[config.mk]
export PLATFORM = sky130hd
export DESIGN_NAME = regfile_writeback_unit
export DESIGN_NICKNAME = d
export VERILOG_FILES = /design/src/rtl/regfile_writeback_unit.sv
export SDC_FILE = /design/constraint.sdc
export NUM_CORES = 1
export LEC_CHECK = 0
export ABC_AREA = 0
export CAP_MARGIN = 20
export CORE_UTILIZATION = 49
export CTS_BUF_LIST = sky130_fd_sc_hd__clkbuf_4
export CTS_CLUSTER_SIZE = 16
export DETAILED_ROUTE_END_ITERATION = 8
export PLACE_DENSITY = 0.8
export SLEW_MARGIN = 20
export SYNTH_ARGS = -nofsm -noshare
export SYNTH_HDL_FRONTEND = slang
export SYNTH_SLANG_ARGS = --single-unit
[constraint.sdc]
create_clock -name clock -period 4.45 [get_ports clock]
set_input_delay 0.6675 -clock clock [delete_from_list [all_inputs] [get_ports clock]]
set_output_delay 0.6675 -clock clock [all_outputs]
set_load 0.05 [all_outputs]
[src/rtl/regfile_writeback_unit.sv]
// Register-file write-port master: merges pipeline write-back with queued mul/div results.
// Optional queue bypass lookup is built only when WB_BYPASS_EN is defined.
module regfile_writeback_unit #(
   parameter int unsigned QDEPTH = 2,
   parameter int unsigned DATA_W = 32,
   parameter int unsigned ADDR_W = 5
) (
   input  logic              clock,
   input  logic              reset,
   input  logic              pipe_valid,
   input  logic [ADDR_W-1:0] pipe_reg,
   input  logic [DATA_W-1:0] pipe_data,
   input  logic              md_valid,
   input  logic [ADDR_W-1:0] md_reg,
   input  logic [DATA_W-1:0] md_data,
   output logic              md_ready,
   output logic [ADDR_W-1:0] Writereg,
   output logic [DATA_W-1:0] Writedata,
   output logic              RegWrite,
   output logic [2:0]        pending_cnt,
   input  logic [ADDR_W-1:0] byp_reg,
   output logic              byp_hit,
   output logic [DATA_W-1:0] byp_data
);

   localparam int unsigned PTR_W = (QDEPTH > 1) ? $clog2(QDEPTH) : 1;

   logic [ADDR_W-1:0] r_q_reg  [QDEPTH];
   logic [DATA_W-1:0] r_q_data [QDEPTH];
   logic              r_q_vld  [QDEPTH];
   logic [PTR_W-1:0]  r_head;
   logic [PTR_W-1:0]  r_tail;
   logic [2:0]        r_cnt;

   logic              r_regwrite;
   logic [ADDR_W-1:0] r_writereg;
   logic [DATA_W-1:0] r_writedata;

   logic              w_md_ready;
   logic              w_md_acc;
   logic              w_pipe_issue;
   logic              w_q_nempty;
   logic              w_pop;
   logic              w_push;
   logic              w_md_direct;
   logic              w_issue;
   logic [ADDR_W-1:0] w_issue_reg;
   logic [DATA_W-1:0] w_issue_data;

   function automatic logic [PTR_W-1:0] f_next(input logic [PTR_W-1:0] p);
      if (p == PTR_W'(QDEPTH - 1)) begin
         return '0;
      end
      return p + 1'b1;
   endfunction

   assign w_md_ready   = !reset && (r_cnt < 3'(QDEPTH));
   assign w_md_acc     = md_valid && w_md_ready;
   assign w_pipe_issue = pipe_valid && (pipe_reg != '0);
   assign w_q_nempty   = (r_cnt != 3'd0);
   assign w_pop        = !w_pipe_issue && w_q_nempty;
   assign w_md_direct  = !w_pipe_issue && !w_q_nempty && w_md_acc && (md_reg != '0);

   // Register 0 and results shadowed by a same-cycle pipeline write are consumed and dropped.
   assign w_push = w_md_acc && !w_md_direct && (md_reg != '0)
                   && !(w_pipe_issue && (md_reg == pipe_reg));

   always_comb begin
      w_issue      = 1'b0;
      w_issue_reg  = pipe_reg;
      w_issue_data = pipe_data;
      if (w_pipe_issue) begin
         w_issue = 1'b1;
      end else if (w_q_nempty) begin
         // An invalidated head is popped silently.
         w_issue      = r_q_vld[r_head];
         w_issue_reg  = r_q_reg[r_head];
         w_issue_data = r_q_data[r_head];
      end else if (w_md_direct) begin
         w_issue      = 1'b1;
         w_issue_reg  = md_reg;
         w_issue_data = md_data;
      end
   end

   always_ff @(posedge clock) begin
      if (reset) begin
         r_regwrite  <= 1'b0;
         r_writereg  <= '0;
         r_writedata <= '0;
         r_head      <= '0;
         r_tail      <= '0;
         r_cnt       <= 3'd0;
         for (int i = 0; i < int'(QDEPTH); i++) begin
            r_q_vld[i] <= 1'b0;
         end
      end else begin
         r_regwrite <= w_issue;
         if (w_issue) begin
            r_writereg  <= w_issue_reg;
            r_writedata <= w_issue_data;
         end
         // Pipeline results are architecturally newer than anything still queued.
         if (w_pipe_issue) begin
            for (int i = 0; i < int'(QDEPTH); i++) begin
               if (r_q_reg[i] == pipe_reg) begin
                  r_q_vld[i] <= 1'b0;
               end
            end
         end
         if (w_push) begin
            r_q_reg[r_tail]  <= md_reg;
            r_q_data[r_tail] <= md_data;
            r_q_vld[r_tail]  <= 1'b1;
            r_tail           <= f_next(r_tail);
         end
         if (w_pop) begin
            r_head <= f_next(r_head);
         end
         r_cnt <= r_cnt + {2'b00, w_push} - {2'b00, w_pop};
      end
   end

`ifdef WB_BYPASS_EN
   logic              w_byp_hit;
   logic [DATA_W-1:0] w_byp_data;
   logic [PTR_W-1:0]  w_idx;

   // Walk oldest to youngest so the last match wins.
   always_comb begin
      w_byp_hit  = 1'b0;
      w_byp_data = '0;
      w_idx      = r_head;
      for (int k = 0; k < int'(QDEPTH); k++) begin
         if ((k < int'(r_cnt)) && r_q_vld[w_idx] && (r_q_reg[w_idx] == byp_reg)
             && (byp_reg != '0)) begin
            w_byp_hit  = 1'b1;
            w_byp_data = r_q_data[w_idx];
         end
         w_idx = f_next(w_idx);
      end
   end

   assign byp_hit  = w_byp_hit;
   assign byp_data = w_byp_data;
`else
   logic w_unused_byp;

   assign w_unused_byp = ^byp_reg;
   assign byp_hit      = 1'b0;
   assign byp_data     = '0;
`endif

   assign md_ready    = w_md_ready;
   assign RegWrite    = r_regwrite;
   assign Writereg    = r_writereg;
   assign Writedata   = r_writedata;
   assign pending_cnt = r_cnt;

endmodule
==> impl_metrics.json, run 1 <==
{
  "yosysSeqAreaShare": 0.5677,
  "dieArea_um2": 11730,
  "syn_to_final_growth_pct": 25.69,
  "path_buf_inv": 3,
  "postCtsSetupRepairBufs": 0,
  "clkSlewWorstSetupHoldPaths_ps": 100,
  "grt_max_degree": 68,
  "finalMaxSlewViolations": 0,
  "numCtsBuffers": 17,
  "synthCells": 471,
  "synth_warnings": 0,
  "rr_worst_depth": 12,
  "vias": 3864,
  "slowest_delay_ps": 600,
  "routedWlPerCell_um": 16.64,
  "crit_path_top_delay_cell": "or4_4",
  "drt_iter0_markers": 220,
  "cts_resized": 0,
  "clock_latency_ps": 510,
  "worstPathArrival_ps": 3580,
  "setup_violations": 0,
  "power_density_nw_per_um2": 509.1,
  "synth_edf_count": 74,
  "fin_setup_tns_ps": 0,
  "io_pins": 158,
  "hold_depth": 2,
  "ys_dominant_reg_cell": "edfxtp_1",
  "skew_ps": 13.58,
  "final_antenna_net_count": 0,
  "clock.fmax_mhz": 314.4,
  "period_minus_slack_ps": 3181,
  "antenna_cells": 0,
  "period_share": 0.7149,
  "start_util": 0.5063,
  "cp_cell_sequence": "clkdlybuf4s50_1, or4_4, o21a_2, nor2_4, o21bai_4, ha_1, inv_1, ha_1, inv_1, fa_1, xnor2_1, nor2_1",
  "crit_start": "pipe_reg[1]",
  "maxCapViolCount": 0,
  "ir_worst_vdd_mv": 0.3152,
  "gp_congestion": 0.8099,
  "yosys.area.top_type": "edfxtp_1",
  "worst_pin_slew_ps": 1053,
  "largest_register_ffs": 64,
  "grt_overflow": 0,
  "cts_tree": "done",
  "first_pass_iters": 5,
  "synth.top_cell.area_share": 0.4014,
  "crit_family": "simple AND/OR/NAND/NOR gates",
  "htreeDepth": 4,
  "root_buffer": "clkbuf_4",
  "reg2reg_from": "pending_cnt[1]$_SDFF_PP0_",
  "layout-drive-gt1-share": 0.1364,
  "required_ps": 4850,
  "hold_violations": 0,
  "instances_no_fill": 741,
  "viasPerCell": 5.215,
  "syn_avg_cell_area_um2": 11.75,
  "final_area_um2": 6959,
  "cts_sinks": 120,
  "synth_area_um2": 5537,
  "cp.depth": 12,
  "drc_errors": 0,
  "rsz0062_at_grt": "false",
  "dpl.cell_count": 708,
  "numPortBuffers": 119,
  "startpoint_type": "input pin",
  "track_usage": 0.2146,
  "async_flop_share": 0,
  "cts-hold-fix-buffers": 0,
  "grt_pass1_wl_um": 18750,
  "dp_hpwl_um": 8037,
  "end_kind": "flop",
  "fill_cells": 849,
  "fp.dieH_um": 108.3,
  "first_global_vias": 3861,
  "antenna_found_initial": 0,
  "slew_headroom": 0.2971,
  "path_max_fanout": 6,
  "status": "finished, final reports clean",
  "finalWirelength_um": 12330,
  "p_leak_nw": 2.424,
  "crit_type": "in2reg",
  "min_path_type": "reg2reg",
  "synthDistinctLibCells": 45,
  "synth.area.top_cells": "edfxtp_1, dfxtp_1, a211oi_2",
  "fin_hold_ws_ps": 484.7,
  "place_area_um2": 6716,
  "core_um2": 10940,
  "num_rows": 38,
  "final_util": 0.6364,
  "ys_ff_latch": 120,
  "clockBufferDepth": 2,
  "layout.nets": 675,
  "die_w_um": 108.3,
  "min_from": "r_q_vld[1]$_DFF_P_"
}
placed cells by master (no fill, tap or decap), types with 2 or more instances in the layout:
| cell | instances |
|---|---|
| nand3_1 | 3 |
| or4_4 | 2 |
| nor2b_1 | 2 |
| a21oi_1 | 5 |
| xor2_1 | 7 |
| o21ai_4 | 2 |
| o21ai_1 | 33 |
| o32ai_1 | 2 |
| conb_1 | 33 |
| nor2_4 | 3 |
| mux2i_1 | 38 |
| buf_12 | 2 |
| nand2_1 | 37 |
| buf_4 | 4 |
| dfxtp_1 | 45 |
| ha_1 | 3 |
| nor4_1 | 2 |
| a211oi_1 | 5 |
| inv_1 | 9 |
| nor2_1 | 42 |
| o21ai_0 | 34 |
| xnor2_1 | 10 |
| clkdlybuf4s50_1 | 119 |
| clkbuf_4 | 24 |
| a211oi_2 | 31 |
| clkinv_1 | 4 |
| edfxtp_1 | 74 |
| clkinv_2 | 4 |
| and2_1 | 2 |
worst paths after layout:
path	slack, ps	to
setup / recovery	1270	pending_cnt[2]$_SDFF_PP0_
hold / removal	480	r_q_vld[1]$_DFF_P_
setup reg to reg	1910	pending_cnt[2]$_SDFF_PP0_
hold reg to reg	480	r_q_vld[1]$_DFF_P_
worst min-delay path, delay by kind of cell, from the launching register on:
kind            cells  cell delay (ps)
flops               1              320
compound gates      1               70
buf+inv             1               50
synthesized netlist by cell type, drive strengths merged (2+ instances only):
cell type	n
a211oi	36
a21oi	5
and2	2
buf	51
clkbuf	9
dfxtp	46
edfxtp	74
ha	3
inv	9
mux2i	38
nand2	37
nand3	3
nor2	45
nor2b	2
nor3	2
nor4	2
o21ai	70
o32ai	2
or4	3
xnor2	10
xor2	7
kinds of logic (layout without fill, tap and decap cells):
group	after synthesis	after routing	share of synthesized area
other cells	1	33	0.0006773
buf+inv	69	167	0.07842
simple gates	100	100	0.08000
flops	120	120	0.5677
mux	39	39	0.07073
xor+xnor	17	17	0.02689
fa+ha+maj	4	4	0.01040
compound gates	121	121	0.1652
where the power goes:
| part | internal [W] | switching, W |
|---|---|---|
| sequential | 0.00134 | 0.0000833 |
| clock | 0.000253 | 0.000371 |
| combinational | 0.000539 | 0.000952 |
through the flow:
step	worst slack, ps	power, W
after global placement	838.9	0.002887
after floorplan	725.5	0.002520
after detailed placement	733.6	0.002929
after CTS	1295	0.003542
after global routing	1230	0.003716
final	1269	0.003543
layout make-up:
cell class	instances	area (um2)	area share
Timing Repair Buffer	126	1289	0.1852
Sequential cell	120	3144	0.4518
Clock buffer	24	180.2	0.02589
Tap cell	140	175.2	0.02517
Clock inverter	8	35.03	0.005034
Multi-Input combinational cell	314	2102	0.3021
Inverter	9	33.78	0.004854
per-layer routing:
layer  part of all wire  track usage
met1               0.41       0.2445
met2               0.51       0.3799
met3              0.060      0.06389
met4              0.014      0.07819
met5                  0            0
Power figures use the tool's default switching activity.
==> run 2, diff against run 1 <==
Settings changed: CORE_UTILIZATION 49 to 45, PLACE_DENSITY 0.8 to 0.77.
Clock period 4.45 ns to 2.58 ns, I/O delays scaled along.
==> run 2 against run 1 <==
Compared with the run above:
- sequential power up 72%
- non-clock buffer count grew 30
- worst setup slack worse by 1200 ps
- via count increased by 3.8%
==> impl_metrics.json, run 2 (synthesized netlist as in run 1, its figures left out) <==
{
  "numCtsBuffers": 17,
  "cts-hold-fix-buffers": 0,
  "numPortBuffers": 119,
  "htreeDepth": 4,
  "root_buffer": "clkbuf_4",
  "cts_tree": "done",
  "clock.fmax_mhz": 404.0,
  "worstPathArrival_ps": 2900,
  "hold_depth": 3,
  "fp.dieH_um": 112.9,
  "period_minus_slack_ps": 2475,
  "finalWirelength_um": 12670,
  "slew_headroom": 0.4548,
  "drc_errors": 0,
  "cp.depth": 12,
  "clockBufferDepth": 2,
  "rr_worst_depth": 12,
  "rsz0062_at_grt": "false",
  "routedWlPerCell_um": 16.26,
  "final_area_um2": 7372,
  "finalMaxSlewViolations": 0,
  "min_path_type": "in2reg",
  "ir_worst_vdd_mv": 0.4231,
  "setup_violations": 0,
  "core_um2": 12010,
  "p_leak_nw": 2.627,
  "syn_to_final_growth_pct": 33.15,
  "viasPerCell": 5.148,
  "cts_resized": 0,
  "internal_power_w": 0.004051,
  "skew_ps": 12.22,
  "cp_cell_sequence": "clkdlybuf4s50_1, or4_4, o21a_4, nor2_4, o21bai_4, ha_1, inv_1, ha_1, inv_1, fa_1, xnor2_1, nor2_1",
  "status": "finished, final reports clean",
  "final_common_cell": "clkdlybuf4s50_1",
  "largest_register_ffs": 64,
  "layout.nets": 705,
  "startpoint_type": "input pin",
  "slowest_delay_ps": 580,
  "hold_violations": 0,
  "dp_hpwl_um": 8620,
  "grt_overflow": 0,
  "first_global_vias": 4054,
  "io_pins": 158,
  "place_area_um2": 7051,
  "crit_type": "in2reg",
  "maxCapViolCount": 0,
  "final_antenna_net_count": 0,
  "die_w_um": 112.9,
  "swShare": 0.3919,
  "clkSlewWorstSetupHoldPaths_ps": 110,
  "vias": 4010,
  "p_sw_w": 0.002611,
  "num_rows": 40,
  "end_kind": "flop",
  "dieArea_um2": 12750,
  "antenna_found_initial": 0,
  "worst_pin_slew_ps": 817.9,
  "track_usage": 0.2090,
  "power_density_nw_per_um2": 903.6,
  "clock_latency_ps": 530,
  "first_pass_iters": 4,
  "pwr-share-clk": 0.224,
  "cts_sinks": 120,
  "crit_path_top_delay_cell": "or4_4",
  "crit_family": "simple AND/OR/NAND/NOR gates",
  "mostFrequentLayoutCells": "clkdlybuf4s50_1, edfxtp_1, dfxtp_1, nor2_1, mux2i_1",
  "grt_max_degree": 68,
  "layout-drive-gt1-share": 0.1870,
  "grt_pass1_wl_um": 20140,
  "path_max_fanout": 3,
  "power.total_w": 0.006661,
  "path_buf_inv": 3,
  "gp_congestion": 0.8279,
  "period_share": 0.9593,
  "start_util": 0.4609,
  "postCtsSetupRepairBufs": 0,
  "drt_iter0_markers": 238,
  "p_seq_frac": 0.369,
  "required_ps": 3010,
  "share_comb_of_total_power": 0.407
}
## run 2: stage by stage
stage	setup TNS (ps)	instances	hold slack [ps]	setup WS, ps	util
final	0	779	412.0	104.9	0.6138
after global routing	0	778	380.6	42.91	0.6135
after floorplan	-15330	503	450.4	-207.0	-
after CTS	0	778	368.4	131.3	0.6135
after global placement	-13740	746	467.9	-396.1	0.5870
after detailed placement	-21810	746	472.5	-466.7	0.5870
## run 2: layout make-up
cell class              instances  area (um2)
repair buffers                156        1579
diodes                          1       2.502
clock inverters                15       191.4
fillers                       980        4639
multi-input cells             314        2108
clock buffers                  17       127.6
well taps                     147       183.9
inverters                       9       33.78
flip-flops and latches        120        3146
## run 2: layer usage
metal | part of all wire | wire length, um | track usage
met5 | 0 | 0 | 0
met4 | 0.021 | 267 | 0.1053
met1 | 0.43 | 5429 | 0.2509
met3 | 0.050 | 632 | 0.04606
met2 | 0.50 | 6339 | 0.3556
## run 2: path summary, 6_finish.rpt
check                            startpoint                         end  slack [ps]
setup reg to reg  pending_cnt[1]$_SDFF_PP0_   pending_cnt[2]$_SDFF_PP0_         340
setup / recovery                pipe_reg[3]   pending_cnt[2]$_SDFF_PP0_         100
hold reg to reg          r_q_vld[1]$_DFF_P_          r_q_vld[1]$_DFF_P_         490
hold / removal                pipe_data[15]  Writedata[15]$_SDFFE_PP0P_         410
## run 2: power groups by stage
stage | clock (W) | sequential (W) | combinational, W
global route | 0.00160 | 0.00249 | 0.00289
global placement | 0 | 0.00249 | 0.00268
floorplan | 0 | 0.00307 | 0.00128
detailed placement | 0 | 0.00251 | 0.00273
finish | 0.00149 | 0.00246 | 0.00271
CTS | 0.00152 | 0.00246 | 0.00274
## run 2: worst register-to-register path, stage by stage (launching register included)
cell,delay (ps)
dfxtp_2,400
inv_1,60
ha_1,200
and3b_1,210
o21ai_2,80
o21bai_4,150
ha_1,240
inv_1,50
ha_1,130
inv_1,50
fa_1,370
xnor2_1,160
nor2_1,50
